## config.mk

```make
export PLATFORM = sky130hd
export DESIGN_NAME = leaves_mem_loader
export DESIGN_NICKNAME = d
export VERILOG_FILES = /design/src/rtl/leaves_mem_loader.sv
export SDC_FILE = /design/constraint.sdc
export NUM_CORES = 1
export LEC_CHECK = 0
export CORE_AREA = 2 2 369 371
export CTS_CLUSTER_DIAMETER = 50
export DETAILED_ROUTE_END_ITERATION = 6
export DIE_AREA = 0 0 371 373
export HOLD_SLACK_MARGIN = 0.03
export PLACE_DENSITY_LB_ADDON = 0.15
export SLEW_MARGIN = 20
export SYNTH_ARGS = -nofsm -noshare
export SYNTH_HDL_FRONTEND = slang
export SYNTH_SLANG_ARGS = --single-unit
```

## constraint.sdc

```tcl
create_clock -name clk -period 8.3 [get_ports clk]
set_input_delay 1.66 -clock clk [delete_from_list [all_inputs] [get_ports clk]]
set_output_delay 1.66 -clock clk [all_outputs]
set_load 0.02 [all_outputs]
```

## src/rtl/leaves_mem_loader.sv

```systemverilog
// Collects LEAF_SIZE patches into a leaf buffer and writes each full leaf to a single-port memory.
// Define LEAVES_MEM_LOADER_READBACK_EN to read back and verify every leaf after it is written.
module leaves_mem_loader #(
  parameter int DATA_WIDTH = 11,
  parameter int LEAF_SIZE  = 8,
  parameter int PATCH_SIZE = 5,
  parameter int NUM_LEAVES = 64,
  parameter int ADDR_WIDTH = $clog2(NUM_LEAVES)
) (
  input  logic                                  clk,
  input  logic                                  rst,
  input  logic                                  start,
  input  logic                                  in_valid,
  output logic                                  in_ready,
  input  logic [PATCH_SIZE-1:0][DATA_WIDTH-1:0] in_patch,
  output logic                                  csb0,
  output logic                                  web0,
  output logic [ADDR_WIDTH-1:0]                 addr0,
  output logic [PATCH_SIZE-1:0][DATA_WIDTH-1:0] wleaf0 [LEAF_SIZE],
  input  logic [PATCH_SIZE-1:0][DATA_WIDTH-1:0] rleaf0 [LEAF_SIZE],
  output logic                                  busy,
  output logic                                  done,
  output logic [ADDR_WIDTH-1:0]                 leaf_idx,
  output logic                                  rb_error
);

  localparam int CNT_W = (LEAF_SIZE > 1) ? $clog2(LEAF_SIZE) : 1;

  typedef logic [PATCH_SIZE-1:0][DATA_WIDTH-1:0] patch_t;

  typedef enum logic [2:0] {
    S_IDLE,
    S_FILL,
    S_WRITE,
    S_RDREQ,
    S_RDCHK,
    S_DONE
  } state_t;

  state_t           state;
  state_t           state_next;
  logic [CNT_W-1:0] patch_cnt;
  patch_t           leaf_buf [LEAF_SIZE];
  logic             accept;
  logic             last_patch;
  logic             last_leaf;
  logic             start_pass;
  logic             leaf_done;

  assign accept     = in_valid & in_ready;
  assign last_patch = (patch_cnt == CNT_W'(LEAF_SIZE - 1));
  assign last_leaf  = (leaf_idx == ADDR_WIDTH'(NUM_LEAVES - 1));
  assign start_pass = start & ((state == S_IDLE) | (state == S_DONE));

`ifdef LEAVES_MEM_LOADER_READBACK_EN
  assign leaf_done = (state == S_RDCHK);
`else
  assign leaf_done = (state == S_WRITE);
`endif

  // NOTE: every output and next-state signal gets a default before the case so no latch is inferred.
  always_comb begin
    state_next = state;
    in_ready   = 1'b0;
    csb0       = 1'b1;
    web0       = 1'b1;
    busy       = 1'b0;
    done       = 1'b0;
    case (state)
      S_IDLE: begin
        if (start) state_next = S_FILL;
      end
      S_FILL: begin
        in_ready = 1'b1;
        busy     = 1'b1;
        if (in_valid && last_patch) state_next = S_WRITE;
      end
      S_WRITE: begin
        busy = 1'b1;
        csb0 = 1'b0;
        web0 = 1'b0;
`ifdef LEAVES_MEM_LOADER_READBACK_EN
        state_next = S_RDREQ;
`else
        state_next = last_leaf ? S_DONE : S_FILL;
`endif
      end
      S_RDREQ: begin
        busy       = 1'b1;
        csb0       = 1'b0;
        state_next = S_RDCHK;
      end
      S_RDCHK: begin
        busy       = 1'b1;
        state_next = last_leaf ? S_DONE : S_FILL;
      end
      S_DONE: begin
        done = 1'b1;
        if (start) state_next = S_FILL;
      end
      default: state_next = S_IDLE;
    endcase
  end

  // NOTE: sequential state uses non-blocking assignments so every flop samples pre-edge values.
  always_ff @(posedge clk) begin
    if (rst) begin
      state     <= S_IDLE;
      patch_cnt <= '0;
      leaf_idx  <= '0;
      addr0     <= '0;
      for (int i = 0; i < LEAF_SIZE; i++) wleaf0[i] <= '0;
    end else begin
      state <= state_next;
      if (start_pass) begin
        patch_cnt <= '0;
        leaf_idx  <= '0;
      end
      if (accept) begin
        patch_cnt <= last_patch ? '0 : patch_cnt + CNT_W'(1);
        // The last patch bypasses the buffer so the write strobe follows one cycle later.
        if (last_patch) begin
          addr0 <= leaf_idx;
          for (int i = 0; i < LEAF_SIZE; i++)
            wleaf0[i] <= (i == LEAF_SIZE - 1) ? in_patch : leaf_buf[i];
        end
      end
      if (leaf_done && !last_leaf) leaf_idx <= leaf_idx + ADDR_WIDTH'(1);
    end
  end

  // NOTE: the leaf buffer is not reset; every slot is written before it is ever read.
  always_ff @(posedge clk) begin
    if (accept) leaf_buf[patch_cnt] <= in_patch;
  end

`ifdef LEAVES_MEM_LOADER_READBACK_EN
  logic rb_mismatch;

  // wleaf0 holds an exact copy of the buffered leaf until the next leaf completes.
  always_comb begin
    rb_mismatch = 1'b0;
    for (int i = 0; i < LEAF_SIZE; i++)
      if (rleaf0[i] != wleaf0[i]) rb_mismatch = 1'b1;
  end

  always_ff @(posedge clk) begin
    if (rst) begin
      rb_error <= 1'b0;
    end else if (start_pass) begin
      rb_error <= 1'b0;
    end else if ((state == S_RDCHK) && rb_mismatch) begin
      rb_error <= 1'b1;
    end
  end
`else
  logic rleaf_unused;

  always_comb begin
    rleaf_unused = 1'b0;
    for (int i = 0; i < LEAF_SIZE; i++) rleaf_unused = rleaf_unused ^ (^rleaf0[i]);
  end

  assign rb_error = 1'b0;
`endif

endmodule
```

==> key figures <==
STA
  • Clk_skew: 0.0808 ns
  • Fmax: 243 MHz
  • Slew Limit Fails: 0
  • Total negative slack: 0 ns
  • Worst-Margin Slew: 1.13 ns
  • RSZ-0062 raised after global routing: false
  • WHS: 0.440 ns
  • Slew HR: 0.250
  • Final Hold Viols: 0
  • Final min period: 4.12 ns
  • Finish-stage setup viols: 0
  • Final period utilization: 0.497

Critical path
  • R2R cell count: 4
  • Worst Path Required: 8.64 ns
  • Critical path start-end classification: input port to flip-flop
  • Critical Path Source Type: input port
  • Reg2reg setup slack: 5.12 ns
  • FF-to-FF End: leaf_buf[4][33]$_DFFE_PP_
  • Reg2reg start: state[0]$_SDFFE_PP0P_
  • Nature of the critical path endpoint: flip-flop
  • CP max FO: 33
  • Worst Path Arrival: 4.46 ns

Route
  • WL per Instance: 21.5 microns
  • Routed WL: 103 mm
  • DR vias/cell: 4.02
  • Pre-antenna DRT Iters: 7
  • DRC errors left: 1
  • Initial drt markers: 1030
  • Via count: 19309
  • WL met1: 46.1 mm
  • Metal2 WL: 43.3 mm
  • Post-route ant nets: 0
  • Top routing layer used: met4
  • Met3 WL: 12.0 mm

Power and ir drop
  • Design Power: 0.00974 W
  • Max rail drop VDD: 0.176 mV
  • Pwr/cell area: 252 nW/um^2
  • Leakage: 12.1 nW

Synthesis
  • Yosys warns: 0
  • Mapped Nets: 2915
  • Syn Area/Cell: 11.5 sq um
  • Number of synthesized flops with an enable pin: 385
  • Cells after synthesis: 2413
  • Seq cells post-synth: 843
  • Register area share after synthesis: 0.745
  • Syn Std Cell Area: 27800 sq um
  • Synth Flop Type: dfxtp_1
  • Async SR Flop Fraction: 0
  • Post-synth cell types: 37

CTS
  • Sink Count: 843
  • # resized after CTS: 0
  • Cts bufs inserted: 119
  • Clock Path Buffers: 3
  • Clock Tree Root: clkbuf_16
  • Clk slew on worst S/H paths: 0.06 ns
  • Hold_buf cts: 0
  • CTS tree: yes
  • Setup repair bufs after CTS: 0
  • H-tree depth: 3
  • Worst skew pair latency: 0.76 ns

Hold path
  • Hold Startpoint: leaf_buf[2][18]$_DFFE_PP_
  • WHS Path Cells: 2
  • Hold EP: wleaf0[293]$_SDFFE_PP0P_
  • HP Class: flip-flop to flip-flop

Layout
  • Final #Nets: 3422
  • Diodes inserted: 0
  • Layout cells sized above 1: 0.0816
  • Area delta synth->final: 39.1%
  • Final instance area: 38700 sq um

Global routing
  • Antenna violations before repair: 7
  • Largest net degree at the start of global routing: 190
  • Gr usage total: 0.145
  • Grt ovf: 0
  • Vias in the first global route: 18709
  • First-pass GRT wire length: 144 mm

Floorplanning
  • Die height: 373 microns
  • Cell Rows: 135
  • Initial core utilization: 0.207
  • Full die area: 138000 sq um
  • Core box area: 135000 sq um
  • I/O pins: 957
  • Chip Width: 371 microns

Placed design
  • DP Area: 34500 sq um
  • I/O Buffers: 515
  • Dpl hpwl: 62.6 mm
  • GPL Wtd Cong: 0.725

Outcome
  • Status: finished, violations left
  • Failing checks: design-rule violations

Run
  • Max-cap violations: 0
-- worst max-delay path by stage --
stage	from	endpoint	slack, ns	cells past startpoint
detailed placement	in_valid	leaf_buf[4][41]$_DFFE_PP_	3.33	5
finish	in_valid	leaf_buf[4][33]$_DFFE_PP_	4.18	5
global route	state[2]$_SDFFE_PP0P_	web0	4.03	4
global placement	in_valid	leaf_buf[4][39]$_DFFE_PP_	3.32	5
CTS	state[2]$_SDFFE_PP0P_	web0	4.11	4
floorplan	in_valid	leaf_buf[0][0]$_DFFE_PP_	1.97	3
-- power by group --
| part | total [W] | internal, W | switching, W |
|---|---|---|---|
| combinational | 0.000165 | 0.0000336 | 0.000132 |
| sequential | 0.00436 | 0.00436 | 0.00000433 |
| clock | 0.00522 | 0.00313 | 0.00209 |
-- through the flow --
| step | util | instances | setup slack [ns] |
|---|---|---|---|
| after CTS | 0.287 | 4808 | 4.11 |
| after floorplan | - | 2413 | 1.97 |
| final | 0.287 | 4808 | 4.18 |
| after detailed placement | 0.256 | 4580 | 3.33 |
| after global placement | 0.256 | 4578 | 3.32 |
| after global routing | 0.287 | 4808 | 4.03 |
-- worst max-delay path, cell delays in order --
cell	delay, ns
clkdlybuf4s50_1	0.51
and4bb_2	0.35
nand2b_1	0.25
nor2_4	0.89
buf_4	0.65
-- cell usage in the layout, fill, tap and decap left out, drive strengths merged, types with 8 or more instances in the layout --
master and instances:
inv 21, buf 26, a21oi 453, nor2 13
clkinvlp 13, edfxtp 385, clkbuf 153, nand2 903
dfxtp 458, nand3 10, clkdlybuf4s50 514, bufinv 8
clkinv 35
-- kinds of logic after synthesis --
| group | after synthesis | synth area share |
|---|---|---|
| AND/OR/NAND/NOR | 945 | 0.130 |
| flip-flops | 843 | 0.745 |
| AO/OA/AOI/OAI | 461 | 0.0838 |
| buffers and inverters | 156 | 0.0380 |
| XOR/XNOR | 4 | 0.00126 |
| adder cells (fa/ha/maj) | 3 | 0.00135 |
| other | 1 | 0.000135 |
-- cell type report --
cell class | count | area, sq um
clock buffers | 153 | 3330
flip-flops and latches | 843 | 20700
multi-input cells | 1414 | 6090
repair buffers | 540 | 5460
fillers | 14002 | 95900
inverters | 2 | 7.51
clock inverters | 75 | 852
well taps | 1781 | 2230
-- registers in the layout, indices dropped and copies added (netlist names) --
signal     count
wleaf0       440
state          3
patch_cnt      3
leaf_idx       6
addr0          6
leaf_buf     385
-- per-layer routing --
| layer | up-vias | track usage |
|---|---|---|
| li1 | 9159 | - |
| met1 | 9442 | 0.188 |
| met2 | 584 | 0.211 |
| met3 | 124 | 0.0797 |
| met4 | 0 | 0.0316 |
| met5 | - | 0 |
-- cell usage after synthesis (3+ instances only) --
library cell | n | area share
nand2_1 | 903 | 0.12
dfxtp_1 | 458 | 0.33
a21oi_1 | 453 | 0.081
edfxtp_1 | 385 | 0.42
clkbuf_1 | 51 | 0.0069
buf_2 | 49 | 0.0088
buf_6 | 47 | 0.019
nor2_1 | 12 | 0.0016
nand3_1 | 10 | 0.0018
nand2b_1 | 5 | 0.0011
buf_8 | 3 | 0.0016
ha_1 | 3 | 0.0013
or3_1 | 3 | 0.00067
xnor2_1 | 3 | 0.00094
(Power assumes the default switching activity.)
